==> src/rtl/nx_node_inbound.sv <==
// Inbound message stage of a mesh node: decodes locally addressed messages into
// control strobes and forwards non-local and broadcast messages to the bypass port.
module nx_node_inbound #(
    parameter int STREAM_WIDTH   = 32,
    parameter int ADDR_ROW_WIDTH = 4,
    parameter int ADDR_COL_WIDTH = 4,
    parameter int COMMAND_WIDTH  = 2,
    parameter int INPUTS         = 8,
    parameter int OUTPUTS        = 8,
    localparam int PAYLOAD_WIDTH = STREAM_WIDTH - 1 - ADDR_ROW_WIDTH - ADDR_COL_WIDTH - COMMAND_WIDTH,
    localparam int IDX_WIDTH     = $clog2(INPUTS),
    localparam int IO_WIDTH      = $clog2(OUTPUTS)
) (
    input  logic                      clk_i,
    input  logic                      rst_i,
    input  logic [ADDR_ROW_WIDTH-1:0] node_row_i,
    input  logic [ADDR_COL_WIDTH-1:0] node_col_i,
    input  logic [STREAM_WIDTH-1:0]   msg_data_i,
    input  logic                      msg_valid_i,
    output logic                      msg_ready_o,
    output logic [STREAM_WIDTH-1:0]   bypass_data_o,
    output logic                      bypass_valid_o,
    input  logic                      bypass_ready_i,
    output logic [IO_WIDTH-1:0]       map_io_o,
    output logic                      map_input_o,
    output logic [ADDR_ROW_WIDTH-1:0] map_remote_row_o,
    output logic [ADDR_COL_WIDTH-1:0] map_remote_col_o,
    output logic [IDX_WIDTH-1:0]      map_remote_idx_o,
    output logic                      map_slot_o,
    output logic                      map_broadcast_o,
    output logic                      map_seq_o,
    output logic                      map_valid_o,
    output logic [ADDR_ROW_WIDTH-1:0] signal_remote_row_o,
    output logic [ADDR_COL_WIDTH-1:0] signal_remote_col_o,
    output logic [IDX_WIDTH-1:0]      signal_remote_idx_o,
    output logic                      signal_state_o,
    output logic                      signal_valid_o,
    output logic [PAYLOAD_WIDTH-1:0]  instr_data_o,
    output logic                      instr_valid_o,
    output logic                      trigger_o
);

    typedef enum logic [1:0] {
        CMD_LOAD_INSTR = 2'd0,
        CMD_MAP_IO     = 2'd1,
        CMD_SIG_STATE  = 2'd2,
        CMD_CONTROL    = 2'd3
    } cmd_e;

    // Message header positions (MSB first: bc, row, col, cmd, payload).
    localparam int HDR_BC  = STREAM_WIDTH - 1;
    localparam int HDR_ROW = HDR_BC - 1;
    localparam int HDR_COL = HDR_ROW - ADDR_ROW_WIDTH;

    // MAP_IO payload field MSB positions.
    localparam int MAP_IO   = PAYLOAD_WIDTH - 1;
    localparam int MAP_IN   = MAP_IO - IO_WIDTH;
    localparam int MAP_ROW  = MAP_IN - 1;
    localparam int MAP_COL  = MAP_ROW - ADDR_ROW_WIDTH;
    localparam int MAP_IDX  = MAP_COL - ADDR_COL_WIDTH;
    localparam int MAP_SLOT = MAP_IDX - IDX_WIDTH;
    localparam int MAP_BC   = MAP_SLOT - 1;
    localparam int MAP_SEQ  = MAP_BC - 1;

    // SIG_STATE payload field MSB positions.
    localparam int SIG_ROW   = PAYLOAD_WIDTH - 1;
    localparam int SIG_COL   = SIG_ROW - ADDR_ROW_WIDTH;
    localparam int SIG_IDX   = SIG_COL - ADDR_COL_WIDTH;
    localparam int SIG_STATE = SIG_IDX - IDX_WIDTH;

    logic [STREAM_WIDTH-1:0]   r_hold_data;
    logic                      r_hold_valid;
    logic [STREAM_WIDTH-1:0]   r_byp_data;
    logic                      r_byp_valid;

    logic                      w_hold_bc;
    logic [ADDR_ROW_WIDTH-1:0] w_hold_row;
    logic [ADDR_COL_WIDTH-1:0] w_hold_col;
    cmd_e                      w_hold_cmd;
    logic [PAYLOAD_WIDTH-1:0]  w_payload;
    logic                      w_addr_match;
    logic                      w_local;
    logic                      w_forward;
    logic                      w_drain;
    logic                      w_accept;
    logic                      w_fire_map;
    logic                      w_fire_sig;
    logic                      w_fire_instr;
    logic                      w_fire_trig;

    logic [IO_WIDTH-1:0]       r_map_io;
    logic                      r_map_input;
    logic [ADDR_ROW_WIDTH-1:0] r_map_row;
    logic [ADDR_COL_WIDTH-1:0] r_map_col;
    logic [IDX_WIDTH-1:0]      r_map_idx;
    logic                      r_map_slot;
    logic                      r_map_bc;
    logic                      r_map_seq;
    logic                      r_map_valid;
    logic [ADDR_ROW_WIDTH-1:0] r_sig_row;
    logic [ADDR_COL_WIDTH-1:0] r_sig_col;
    logic [IDX_WIDTH-1:0]      r_sig_idx;
    logic                      r_sig_state;
    logic                      r_sig_valid;
    logic [PAYLOAD_WIDTH-1:0]  r_instr_data;
    logic                      r_instr_valid;
    logic                      r_trigger;

    assign w_hold_bc  = r_hold_data[HDR_BC];
    assign w_hold_row = r_hold_data[HDR_ROW -: ADDR_ROW_WIDTH];
    assign w_hold_col = r_hold_data[HDR_COL -: ADDR_COL_WIDTH];
    assign w_hold_cmd = cmd_e'(r_hold_data[PAYLOAD_WIDTH +: COMMAND_WIDTH]);
    assign w_payload  = r_hold_data[PAYLOAD_WIDTH-1:0];

    assign w_addr_match = (w_hold_row == node_row_i) && (w_hold_col == node_col_i);
    assign w_local      = w_hold_bc || w_addr_match;
    assign w_forward    = w_hold_bc || !w_addr_match;

    // A forwarding message may only leave hold when the bypass slot is free or
    // emptying this cycle; a broadcast's local strobe waits for that same edge.
    assign w_drain     = r_hold_valid && (!w_forward || !r_byp_valid || bypass_ready_i);
    assign msg_ready_o = !r_hold_valid || w_drain;
    assign w_accept    = msg_valid_i && msg_ready_o;

    // NOTE: every always_comb output gets a default before the case so no path
    // leaves a signal unassigned and no latch is inferred.
    always_comb begin
        w_fire_map   = 1'b0;
        w_fire_sig   = 1'b0;
        w_fire_instr = 1'b0;
        w_fire_trig  = 1'b0;
        if (w_drain && w_local) begin
            case (w_hold_cmd)
                CMD_LOAD_INSTR: w_fire_instr = 1'b1;
                CMD_MAP_IO:     w_fire_map   = 1'b1;
                CMD_SIG_STATE:  w_fire_sig   = 1'b1;
                CMD_CONTROL:    w_fire_trig  = w_payload[0];
                default:        ;
            endcase
        end
    end

    // NOTE: state is updated with non-blocking assignments so every register
    // samples the pre-edge values, independent of statement order.
    always_ff @(posedge clk_i or negedge rst_i) begin
        if (!rst_i) begin
            r_hold_data  <= '0;
            r_hold_valid <= 1'b0;
        end else if (w_accept) begin
            r_hold_data  <= msg_data_i;
            r_hold_valid <= 1'b1;
        end else if (w_drain) begin
            r_hold_valid <= 1'b0;
        end
    end

    always_ff @(posedge clk_i or negedge rst_i) begin
        if (!rst_i) begin
            r_byp_data  <= '0;
            r_byp_valid <= 1'b0;
        end else if (w_drain && w_forward) begin
            r_byp_data  <= r_hold_data;
            r_byp_valid <= 1'b1;
        end else if (r_byp_valid && bypass_ready_i) begin
            r_byp_valid <= 1'b0;
        end
    end

    always_ff @(posedge clk_i or negedge rst_i) begin
        if (!rst_i) begin
            r_map_valid   <= 1'b0;
            r_sig_valid   <= 1'b0;
            r_instr_valid <= 1'b0;
            r_trigger     <= 1'b0;
        end else begin
            r_map_valid   <= w_fire_map;
            r_sig_valid   <= w_fire_sig;
            r_instr_valid <= w_fire_instr;
            r_trigger     <= w_fire_trig;
        end
    end

    // NOTE: field registers are reset too so downstream never sees X on the
    // buses, even though they are only meaningful alongside their strobe.
    always_ff @(posedge clk_i or negedge rst_i) begin
        if (!rst_i) begin
            r_map_io    <= '0;
            r_map_input <= 1'b0;
            r_map_row   <= '0;
            r_map_col   <= '0;
            r_map_idx   <= '0;
            r_map_slot  <= 1'b0;
            r_map_bc    <= 1'b0;
            r_map_seq   <= 1'b0;
        end else if (w_fire_map) begin
            r_map_io    <= w_payload[MAP_IO -: IO_WIDTH];
            r_map_input <= w_payload[MAP_IN];
            r_map_row   <= w_payload[MAP_ROW -: ADDR_ROW_WIDTH];
            r_map_col   <= w_payload[MAP_COL -: ADDR_COL_WIDTH];
            r_map_idx   <= w_payload[MAP_IDX -: IDX_WIDTH];
            r_map_slot  <= w_payload[MAP_SLOT];
            r_map_bc    <= w_payload[MAP_BC];
            r_map_seq   <= w_payload[MAP_SEQ];
        end
    end

    always_ff @(posedge clk_i or negedge rst_i) begin
        if (!rst_i) begin
            r_sig_row   <= '0;
            r_sig_col   <= '0;
            r_sig_idx   <= '0;
            r_sig_state <= 1'b0;
        end else if (w_fire_sig) begin
            r_sig_row   <= w_payload[SIG_ROW -: ADDR_ROW_WIDTH];
            r_sig_col   <= w_payload[SIG_COL -: ADDR_COL_WIDTH];
            r_sig_idx   <= w_payload[SIG_IDX -: IDX_WIDTH];
            r_sig_state <= w_payload[SIG_STATE];
        end
    end

    always_ff @(posedge clk_i or negedge rst_i) begin
        if (!rst_i) begin
            r_instr_data <= '0;
        end else if (w_fire_instr) begin
            r_instr_data <= w_payload;
        end
    end

    assign bypass_data_o       = r_byp_data;
    assign bypass_valid_o      = r_byp_valid;
    assign map_io_o            = r_map_io;
    assign map_input_o         = r_map_input;
    assign map_remote_row_o    = r_map_row;
    assign map_remote_col_o    = r_map_col;
    assign map_remote_idx_o    = r_map_idx;
    assign map_slot_o          = r_map_slot;
    assign map_broadcast_o     = r_map_bc;
    assign map_seq_o           = r_map_seq;
    assign map_valid_o         = r_map_valid;
    assign signal_remote_row_o = r_sig_row;
    assign signal_remote_col_o = r_sig_col;
    assign signal_remote_idx_o = r_sig_idx;
    assign signal_state_o      = r_sig_state;
    assign signal_valid_o      = r_sig_valid;
    assign instr_data_o        = r_instr_data;
    assign instr_valid_o       = r_instr_valid;
    assign trigger_o           = r_trigger;

endmodule
==> config.mk <==
export PLATFORM = sky130hd
export DESIGN_NAME = nx_node_inbound
export DESIGN_NICKNAME = d
export VERILOG_FILES = /design/src/rtl/nx_node_inbound.sv
export SDC_FILE = /design/constraint.sdc
export NUM_CORES = 1
export LEC_CHECK = 0
export CAP_MARGIN = 10
export CORE_UTILIZATION = 55
export DETAILED_ROUTE_END_ITERATION = 16
export PLACE_DENSITY = 0.86
export SYNTH_ARGS = -nofsm -noshare
export SYNTH_HDL_FRONTEND = slang
export SYNTH_SLANG_ARGS = --single-unit
==> constraint.sdc <==
create_clock -name clk_i -period 2.6 [get_ports clk_i]
set_input_delay 0.39 -clock clk_i [delete_from_list [all_inputs] [get_ports clk_i]]
set_output_delay 0.39 -clock clk_i [all_outputs]
set_load 0.03 [all_outputs]
==> results.md <==
* Critical path peak fanout at 5
* Share of the synthesized area in the top cell type at 0.509
* Power per cell area at 1160 mW/mm²
* Path category of the worst min-delay check: input port to flip-flop
* Asr flop ratio synth at 1.00
* Tmin final at approximately 2.6 ns
* Rel. slew slack at 0.486
* Register area share after synthesis at 0.509
* Fillers at 669
* Final setup viols at 0
* Worst EP required at 2.21 ns
* DR pass1 iterations at 6
* Critical path arrival at 2.16 ns
* Register area at a little over 0.003 mm²
* CTS H-Tree Depth at 4
* Net switching share of the total power at 0.380
* Dominant cells by area after synthesis: dfrtp_1 51%, o32ai_1 7.5%, mux2_2 4.9%
* Top_reg_cell synth: dfrtp_1
* Die area at 0.0112 mm²
* Placed inst area at 0.00741 mm²
* Total GRT Usage at 0.345
* Hold_ws at 0.403 ns
* Slew @ Worst Pin at a little under 0.8 ns
* Post-Synthesis Cells at 578
* Clock Pin Slew Worst Setup and Hold Paths at roughly 0.06 ns
* I/O pin total at 133
* P_sw at ~3.6 mW
* Clock root buffer: clkbuf_8
* Post-layout util at 0.776
* Port bufs at 132
* Max Cap Viol at 0
* Most common cell in the synthesized netlist: dfrtp_1
* Peak Freq at 392 MHz
* Pin count of the biggest net entering global routing at 56
* Layout Skew at 0.00937 ns
* Dpl hpwl at 11.7 mm
* IR Drop Worst-Case VDD at a little over 0.7 mV
* Final net count at 744
* Final period util at 0.981
* Synth area leader: dfrtp_1
* Post-CTS sizing at 0
* Final max-slew violation count at 0
* Initial antenna violation count at 0
* Area Overhead vs Synth at 36.0%
* Total gr overflow at 0
* Synth Cell Area at 0.00594 mm²
* TritonCTS buffer count at 17
* WL per Instance at 21.9 µm
* Die width at 106 µm
* EDFF count, synth at 0
* # rows at 37
* TritonCTS clock tree: yes
* Fin area at 0.00809 mm²
* Cell total after placement at 813
* Initial DRC Count at roughly 650
* Tot Pwr at 9.38 mW
* Area of the multi-input gates at 0.00255 mm²
* Final Hold Viols at 0
* Worst Setup End Kind: output port
* Initial core utilization at 0.571
* # diodes at 0
* Worst setup margin at 0.0483 ns
* Worst skew pair latency at 0.53 ns
* Clock Path Buffers at 2
* Avg Inst Size Synth at 10.3 µm²
* Logic pwr share at 0.401
* CP Class: flip-flop to output port
* Final Non-Filler Cells at 848
* Residual DRC at 0
* Yosys reg bits at 121
* Total wire length at 18.6 mm
* Setup crit start kind: flip-flop
* Worst Setup Slack post-DPL at 0.153 ns
* Post-Syn Nets at 622
* Flop2flop setup slack at about 0.35 ns
* Status: finished, final reports clean
* RePlAce Congestion at 0.861
* CORE AREA at about 0.010 mm²
* Vias in the first global route at 5626
* Seq pwr share at 0.326
* Vias per inst at 6.89
* Share of cells above drive strength 1 at 0.139
* Syn. warnings at 0
* Die Span Y at 106 µm
* P_int at between 5 and 6 mW
* Clk pwr share at 0.273
* First-pass GRT wire length at 29.9 mm
* Leakage at between 3 and 4 nW
* Synth cell count leaders: 121 x dfrtp_1, 57 x nand2_1, 51 x o32ai_1, 37 x clkbuf_1, 37 x nand4_1
* Setup TNS at 0 ns
* Post-synthesis cell type count at 32
* Via count at 5845
* Sink Count at 121
* Final ANT Viol Nets at 0
## power by group through the flow
stage	sequential [mW]	combinational, mW	clock (mW)
floorplan	4.03	1.05	0
global route	3.12	3.96	2.65
finish	3.06	3.76	2.56
CTS	3.04	3.74	2.56
global placement	3.01	3.59	0
detailed placement	3.06	3.70	0
## area by class of cell
type	count	share of cell area
clock buffer	24	0.0594
multi-input combinational	370	0.316
timing repair buffer	168	0.199
sequential	121	0.374
inverter	22	0.0102
tap	136	0.0210
clock inverter	7	0.0201
## worst paths after layout
check                                              startpoint                             to  cells past startpoint
min in group asynchronous                               rst_i     r_hold_data[0]$_DFFE_PN0P_                      2
worst min register to register  bypass_data_o[28]$_DFFE_PN0P_  bypass_data_o[28]$_DFFE_PN0P_                      1
worst min-delay path                              msg_valid_i       r_hold_valid$_DFFE_PN0P_                      2
max in group asynchronous                               rst_i     r_hold_data[2]$_DFFE_PN0P_                      3
worst max register to register    r_hold_data[25]$_DFFE_PN0P_  bypass_data_o[11]$_DFFE_PN0P_                      6
worst max-delay path              r_hold_data[25]$_DFFE_PN0P_                    msg_ready_o                      5
## cells in the final DEF, fill, tap and decap left out, drive strengths merged
cell           count
nor3               4
inv               22
a21oi              1
buf               38
nand2             57
or3                1
nand2b             3
and2b              1
o32ai             51
o311ai             1
and4               2
o211ai            32
clkbuf            24
clkinv             1
nand3             31
nor2b             13
xnor2              8
nor2              26
or2                1
a21o               2
nand4             37
dlygate4sd3        1
a32o               1
nand3b             1
a31oi              1
o21ai              2
clkdlybuf4s50    129
mux2              31
and3              32
clkinvlp           1
bufinv             5
dfrtp            121
a311oi            31
## kinds of logic after synthesis
family / share of synthesized area
AO/OA/AOI/OAI: 0.176
flip-flops: 0.509
AND/OR/NAND/NOR: 0.181
multiplexers: 0.0587
XOR/XNOR: 0.0118
buffers and inverters: 0.0627
## per-layer routing
| layer | wire length [µm] | track usage | part of all wire |
|---|---|---|---|
| met1 | 7250 | 0.477 | 0.39 |
| met2 | 9010 | 0.544 | 0.48 |
| met3 | 1930 | 0.0773 | 0.10 |
| met4 | 388 | 0.109 | 0.021 |
| met5 | 0 | 0 | 0 |
## registers in the layout, indices dropped and copies added, names as in the netlist, 3 cells and up
| signal | flops |
|---|---|
| signal_remote_col_o | 4 |
| map_remote_row_o | 4 |
| signal_remote_row_o | 4 |
| r_hold_data | 32 |
| signal_remote_idx_o | 3 |
| map_remote_idx_o | 3 |
| map_io_o | 3 |
| instr_data_o | 21 |
| map_remote_col_o | 4 |
| bypass_data_o | 32 |
## critical path, stage by stage, from the launching register on
cell,delay [ns]
dfrtp_1,0.44
xnor2_1,0.24
nand4_1,0.23
or3_1,0.46
nand2_1,0.10
buf_4,0.16
## repair_timing
action                                 CTS  global route
buffers inserted                         0             3
endpoints found under the hold margin   52             0
hold buffers                             1             0
setup endpoints to repair                0             1
(Power assumes the default switching activity.)
